$ cat config.mk
export PLATFORM = sky130hd
export DESIGN_NAME = conv_result_streamer
export DESIGN_NICKNAME = d
export VERILOG_FILES = /design/src/rtl/conv_result_streamer.sv
export SDC_FILE = /design/constraint.sdc
export NUM_CORES = 1
export LEC_CHECK = 0
export CAP_MARGIN = 20
export CORE_MARGIN = 1.5
export CORE_UTILIZATION = 40
export CTS_CLUSTER_SIZE = 20
export DETAILED_ROUTE_END_ITERATION = 8
export PLACE_DENSITY = 0.7
export SLEW_MARGIN = 40
export SYNTH_ARGS = -nofsm -noshare
export SYNTH_HDL_FRONTEND = slang
export SYNTH_SLANG_ARGS = --single-unit
export TNS_END_PERCENT = 100
$ cat constraint.sdc
create_clock -name clk -period 3.55 [get_ports clk]
set_clock_uncertainty 0.15 [all_clocks]
set_input_delay 0.71 -clock clk [delete_from_list [all_inputs] [get_ports clk]]
set_output_delay 0.71 -clock clk [all_outputs]
set_load 0.01 [all_outputs]
$ cat src/rtl/conv_result_streamer.sv
// Captures a completed convolution result map and streams its elements out in row-major
// order on a valid/ready channel, tracking the largest element for the classifier.
module conv_result_streamer #(
    parameter int unsigned OUTPUT_DIM  = 2,
    parameter int unsigned OUTBITWIDTH = 25,
    parameter int unsigned IDX_BIT     = 4
) (
    input  logic                                          clk,
    input  logic                                          reset_n,
    input  logic                                          done_in,
    input  logic [OUTPUT_DIM*OUTPUT_DIM*OUTBITWIDTH-1:0]  result_in,
    output logic                                          m_valid,
    input  logic                                          m_ready,
    output logic [OUTBITWIDTH-1:0]                        m_data,
    output logic [IDX_BIT-1:0]                            m_index,
    output logic                                          m_last,
    output logic                                          busy,
    output logic [OUTBITWIDTH-1:0]                        max_value,
    output logic [IDX_BIT-1:0]                            max_index,
    output logic                                          max_valid,
    output logic                                          overrun
);

    localparam int unsigned N     = OUTPUT_DIM * OUTPUT_DIM;
    localparam int unsigned VEC_W = N * OUTBITWIDTH;
    localparam logic [IDX_BIT-1:0] LAST_IDX = IDX_BIT'(N - 1);

    typedef enum logic {
        S_IDLE,
        S_STREAM
    } state_t;

    state_t                 state, state_nxt;
    logic                   done_d;
    logic [OUTBITWIDTH-1:0] shadow     [N];
    logic [OUTBITWIDTH-1:0] shadow_nxt [N];
    logic [OUTBITWIDTH-1:0] res_elem   [N];
    logic [OUTBITWIDTH-1:0] run_max, run_max_nxt;
    logic [IDX_BIT-1:0]     run_idx, run_idx_nxt;

    logic                   m_valid_nxt, m_last_nxt, busy_nxt;
    logic [OUTBITWIDTH-1:0] m_data_nxt;
    logic [IDX_BIT-1:0]     m_index_nxt;
    logic [OUTBITWIDTH-1:0] max_value_nxt;
    logic [IDX_BIT-1:0]     max_index_nxt;
    logic                   max_valid_nxt, overrun_nxt;

    logic                   start_c;
    logic [IDX_BIT-1:0]     next_idx_c;
    logic [OUTBITWIDTH-1:0] next_elem_c;
    logic                   better_c;
    logic [OUTBITWIDTH-1:0] best_val_c;
    logic [IDX_BIT-1:0]     best_idx_c;

    // Unpack the flat result vector; element 0 sits at the MSB end.
    for (genvar g = 0; g < N; g++) begin : g_unpack
        assign res_elem[g] = result_in[VEC_W-1-g*OUTBITWIDTH -: OUTBITWIDTH];
    end

    assign start_c = done_in & ~done_d;

    always_ff @(posedge clk or negedge reset_n) begin
        if (!reset_n) begin
            state     <= S_IDLE;
            done_d    <= 1'b1;
            shadow    <= '{default: '0};
            run_max   <= '0;
            run_idx   <= '0;
            m_valid   <= 1'b0;
            m_data    <= '0;
            m_index   <= '0;
            m_last    <= 1'b0;
            busy      <= 1'b0;
            max_value <= '0;
            max_index <= '0;
            max_valid <= 1'b0;
            overrun   <= 1'b0;
        end else begin
            state     <= state_nxt;
            done_d    <= done_in;
            shadow    <= shadow_nxt;
            run_max   <= run_max_nxt;
            run_idx   <= run_idx_nxt;
            m_valid   <= m_valid_nxt;
            m_data    <= m_data_nxt;
            m_index   <= m_index_nxt;
            m_last    <= m_last_nxt;
            busy      <= busy_nxt;
            max_value <= max_value_nxt;
            max_index <= max_index_nxt;
            max_valid <= max_valid_nxt;
            overrun   <= overrun_nxt;
        end
    end

    // Next-state and next-output logic; m_index doubles as the element counter.
    always_comb begin
        state_nxt     = state;
        shadow_nxt    = shadow;
        run_max_nxt   = run_max;
        run_idx_nxt   = run_idx;
        m_valid_nxt   = m_valid;
        m_data_nxt    = m_data;
        m_index_nxt   = m_index;
        m_last_nxt    = m_last;
        busy_nxt      = busy;
        max_value_nxt = max_value;
        max_index_nxt = max_index;
        max_valid_nxt = max_valid;
        overrun_nxt   = overrun;

        next_idx_c  = m_index + IDX_BIT'(1);
        next_elem_c = '0;
        for (int unsigned i = 0; i < N; i++) begin
            if (next_idx_c == IDX_BIT'(i)) begin
                next_elem_c = shadow[i];
            end
        end

        // Strict compare so ties keep the earlier index.
        better_c   = (m_data > run_max);
        best_val_c = better_c ? m_data : run_max;
        best_idx_c = better_c ? m_index : run_idx;

        case (state)
            S_IDLE: begin
                if (start_c) begin
                    shadow_nxt    = res_elem;
                    run_max_nxt   = '0;
                    run_idx_nxt   = '0;
                    max_valid_nxt = 1'b0;
                    m_valid_nxt   = 1'b1;
                    busy_nxt      = 1'b1;
                    m_data_nxt    = res_elem[0];
                    m_index_nxt   = '0;
                    m_last_nxt    = (LAST_IDX == '0);
                    state_nxt     = S_STREAM;
                end
            end
            S_STREAM: begin
                if (start_c) begin
                    overrun_nxt = 1'b1;
                end
                if (m_ready) begin
                    run_max_nxt = best_val_c;
                    run_idx_nxt = best_idx_c;
                    if (m_index == LAST_IDX) begin
                        max_value_nxt = best_val_c;
                        max_index_nxt = best_idx_c;
                        max_valid_nxt = 1'b1;
                        m_valid_nxt   = 1'b0;
                        m_last_nxt    = 1'b0;
                        busy_nxt      = 1'b0;
                        state_nxt     = S_IDLE;
                    end else begin
                        m_index_nxt = next_idx_c;
                        m_data_nxt  = next_elem_c;
                        m_last_nxt  = (next_idx_c == LAST_IDX);
                    end
                end
            end
            default: begin
                state_nxt = S_IDLE;
            end
        endcase
    end

endmodule

==> impl_metrics.json <==
{
  "status": "finished with violations",
  "violations": "hold timing",
  "fillerInstances": 2153,
  "via_per_inst": 5.58,
  "final_max_slew_viol_count": 0,
  "clk_pin_slew_worst_paths_ps": 70,
  "final_util_pct": 52.6,
  "ff_latch_area_sq_mm": 0.00483,
  "min_path_type": "in -> async",
  "yosys-top-cells-count": "323 x nand2_1, 192 x dfrtp_1, 65 x o21ai_0",
  "ios": 167,
  "numClockSinks": 193,
  "cts_buffers": 17,
  "post_cts_buffers": 0,
  "routedWlPerCell_microns": 18.3,
  "finalSetupViolations": 0,
  "hpwl_mm": 19.2,
  "wl_mm": 27.0,
  "grt_pass1_vias": 7989,
  "core-area_sq_mm": 0.0227,
  "placed_cells": 1442,
  "cellPowerDensity_mw_per_mm2": 897,
  "synthCells": 1029,
  "start_kind": "register",
  "layout.cells.non_filler": 1477,
  "synth.top_cell.area_share_pct": 51.7,
  "tns_ps": 0,
  "synth_area_leaders": "dfrtp_1 52%, nand2_1 13%, ha_1 3.9%, o21ai_0 3.5%, a21oi_1 3.3%",
  "synth-edff-count": 0,
  "fmax_mhz": 346,
  "die_w_microns": 155,
  "hold_buffers": 0,
  "synth.yosys.warnings": 0,
  "syn-cell-area_sq_mm": 0.00929,
  "grt-ovfl-total": 0,
  "max_cap_violations": 0,
  "grt_usage_pct": 22.9,
  "synth-seq-cells": 193,
  "die_area_sq_mm": 0.0241,
  "drt_iter0_drc": 695,
  "die_height_microns": 155,
  "clk_latency_ps": 440,
  "drive_gt1_share_pct": 7.14,
  "p_leak_nw": 5.41,
  "row_count": 55,
  "timing.hold.ws_ps": -7.55,
  "grt_max_degree": 103,
  "drc": 0,
  "syn-num-nets": 1162,
  "synth_ff_type": "dfrtp_1",
  "cts_resized": 0,
  "ys_types": 48,
  "slew_headroom_pct": 44.3,
  "worstMarginPinSlew_ps": 834,
  "routabilityCongestion": 0.820,
  "ys_seq_area_share_pct": 52.0,
  "antenna_left": 0,
  "dr.pass1.iters": 6,
  "fin_crit_ps": 2890,
  "arrival_ps": 3050,
  "synthToLayoutAreaGrowth_pct": 28.7,
  "synth_most_common_cell": "nand2_1",
  "ir_worst_vdd_v": 0.000344,
  "crit_fanout": 29,
  "final_net_count": 1310,
  "multi_input_area_sq_mm": 0.00406,
  "crit_required_ps": 3710,
  "grt_pass1_wl_mm": 43.2,
  "cts_max_level": 4,
  "portBuffers": 166,
  "vias": 8244,
  "worst-setup-path-type": "reg -> reg",
  "clk_path_buf_depth": 2,
  "antenna_found_initial": 2,
  "cts_root_buffer": "clkbuf_16",
  "crit_path_end_kind": "register",
  "tritoncts": "done",
  "start_util_pct": 40.9,
  "period_share_pct": 81.5,
  "rsz0062_at_grt": "false",
  "synthArstFlopShare_pct": 100,
  "hold_viol_final": 6,
  "postSynthAreaPerCell_sq_um": 9.02,
  "synth.largest_area_cell": "dfrtp_1"
}
-- critical path: stages (launching register included) --
cell and delay (ps):
dfrtp_1 510, ha_1 340, or3_1 480, a21boi_4 700
o211ai_1 210, a2bb2o_1 290, o41ai_1 70
-- path summary, 6_finish.rpt --
kind	slack [ps]	endpoint	startpoint	cells past startpoint
max	660	m_data[10]$_DFFE_PN0P_	m_index[0]$_DFFE_PN0P_	6
min	-8	max_value[11]$_DFFE_PN0P_	reset_n	1
max reg2reg	660	m_data[10]$_DFFE_PN0P_	m_index[0]$_DFFE_PN0P_	6
min reg2reg	310	overrun$_DFFE_PN0P_	overrun$_DFFE_PN0P_	1
max in group asynchronous	2380	shadow[61]$_DFFE_PN0P_	reset_n	3
min in group clk	310	overrun$_DFFE_PN0P_	overrun$_DFFE_PN0P_	1
-- power breakdown --
part / switching (W) / total (W) / internal, W
clock: 0.000907 / 0.00190 / 0.000991
combinational: 0.00260 / 0.00479 / 0.00219
sequential: 0.000836 / 0.00403 / 0.00320
total: 0.00435 / 0.0107 / 0.00638
-- through the flow --
step,power (W),worst slack (ps),area [sq um]
5_1_grt,0.0115,515,12000
6_report,0.0107,658,12000
3_5_place_dp,0.00883,579,11300
3_3_place_gp,0.00865,672,11300
2_1_floorplan,0.00677,1030,9290
4_1_cts,0.0107,696,11900
-- flip-flops by register name (all words and copies together), names as in the netlist --
| name | cells |
|---|---|
| max_index | 4 |
| max_value | 25 |
| run_max | 25 |
| state | 1 |
| done_d | 1 |
| busy | 1 |
| run_idx | 4 |
| m_last | 1 |
| m_index | 4 |
| m_data | 25 |
| overrun | 1 |
| shadow | 100 |
| max_valid | 1 |
-- area by class of cell --
class	instances	share of cell area [%]
antenna	2	0.0419
tap	285	2.98
sequential	193	40.4
multi-input combinational	732	33.9
clock buffer	18	3.59
timing repair buffer	204	16.9
inverter	29	0.911
clock inverter	14	1.22
-- cell usage in the layout, fill, tap and decap left out, types with 2 or more instances in the layout --
cell / netlist / final
clkdlybuf4s50_1: 0 / 165
a21o_1: 2 / 2
clkinv_4: 0 / 3
or3_1: 12 / 12
a21boi_2: 2 / 2
a221oi_1: 14 / 14
inv_6: 0 / 3
a221o_1: 11 / 11
a31oi_1: 27 / 27
and2_1: 2 / 2
nor3_4: 1 / 2
inv_8: 0 / 3
buf_4: 1 / 33
ha_1: 29 / 29
diode_2: 0 / 2
o21ai_0: 65 / 65
nand3b_1: 2 / 2
o41ai_1: 14 / 14
inv_1: 29 / 29
nand2_1: 323 / 323
clkbuf_16: 0 / 17
nand2b_1: 3 / 2
nand4_1: 7 / 7
dfrtp_1: 192 / 192
buf_12: 0 / 4
o22ai_1: 15 / 15
clkinvlp_4: 0 / 4
a21oi_1: 61 / 60
nor2_1: 51 / 51
a211oi_1: 2 / 2
a22o_1: 29 / 29
a2bb2o_1: 13 / 13
o211ai_1: 25 / 25
nand3_1: 4 / 4
-- logic make-up after synthesis --
group | Yosys count | synth area share [%]
AOI/OAI and AO/OA | 285 | 20.7
DFF | 193 | 52.0
xor gates and xnor gates | 1 | 0.0943
buffers and inverters | 104 | 4.66
adders and majority gates | 29 | 3.91
and+or+nand+nor | 417 | 18.6
-- layer usage --
layer	up-vias	routed length (microns)	global-route usage, %
met3	39	1970	4.09
met4	0	511	7.66
li1	3883	-	-
met1	3980	12300	33.1
met2	342	12200	34.8
met5	-	0	0
Power figures use the tool's default switching activity.
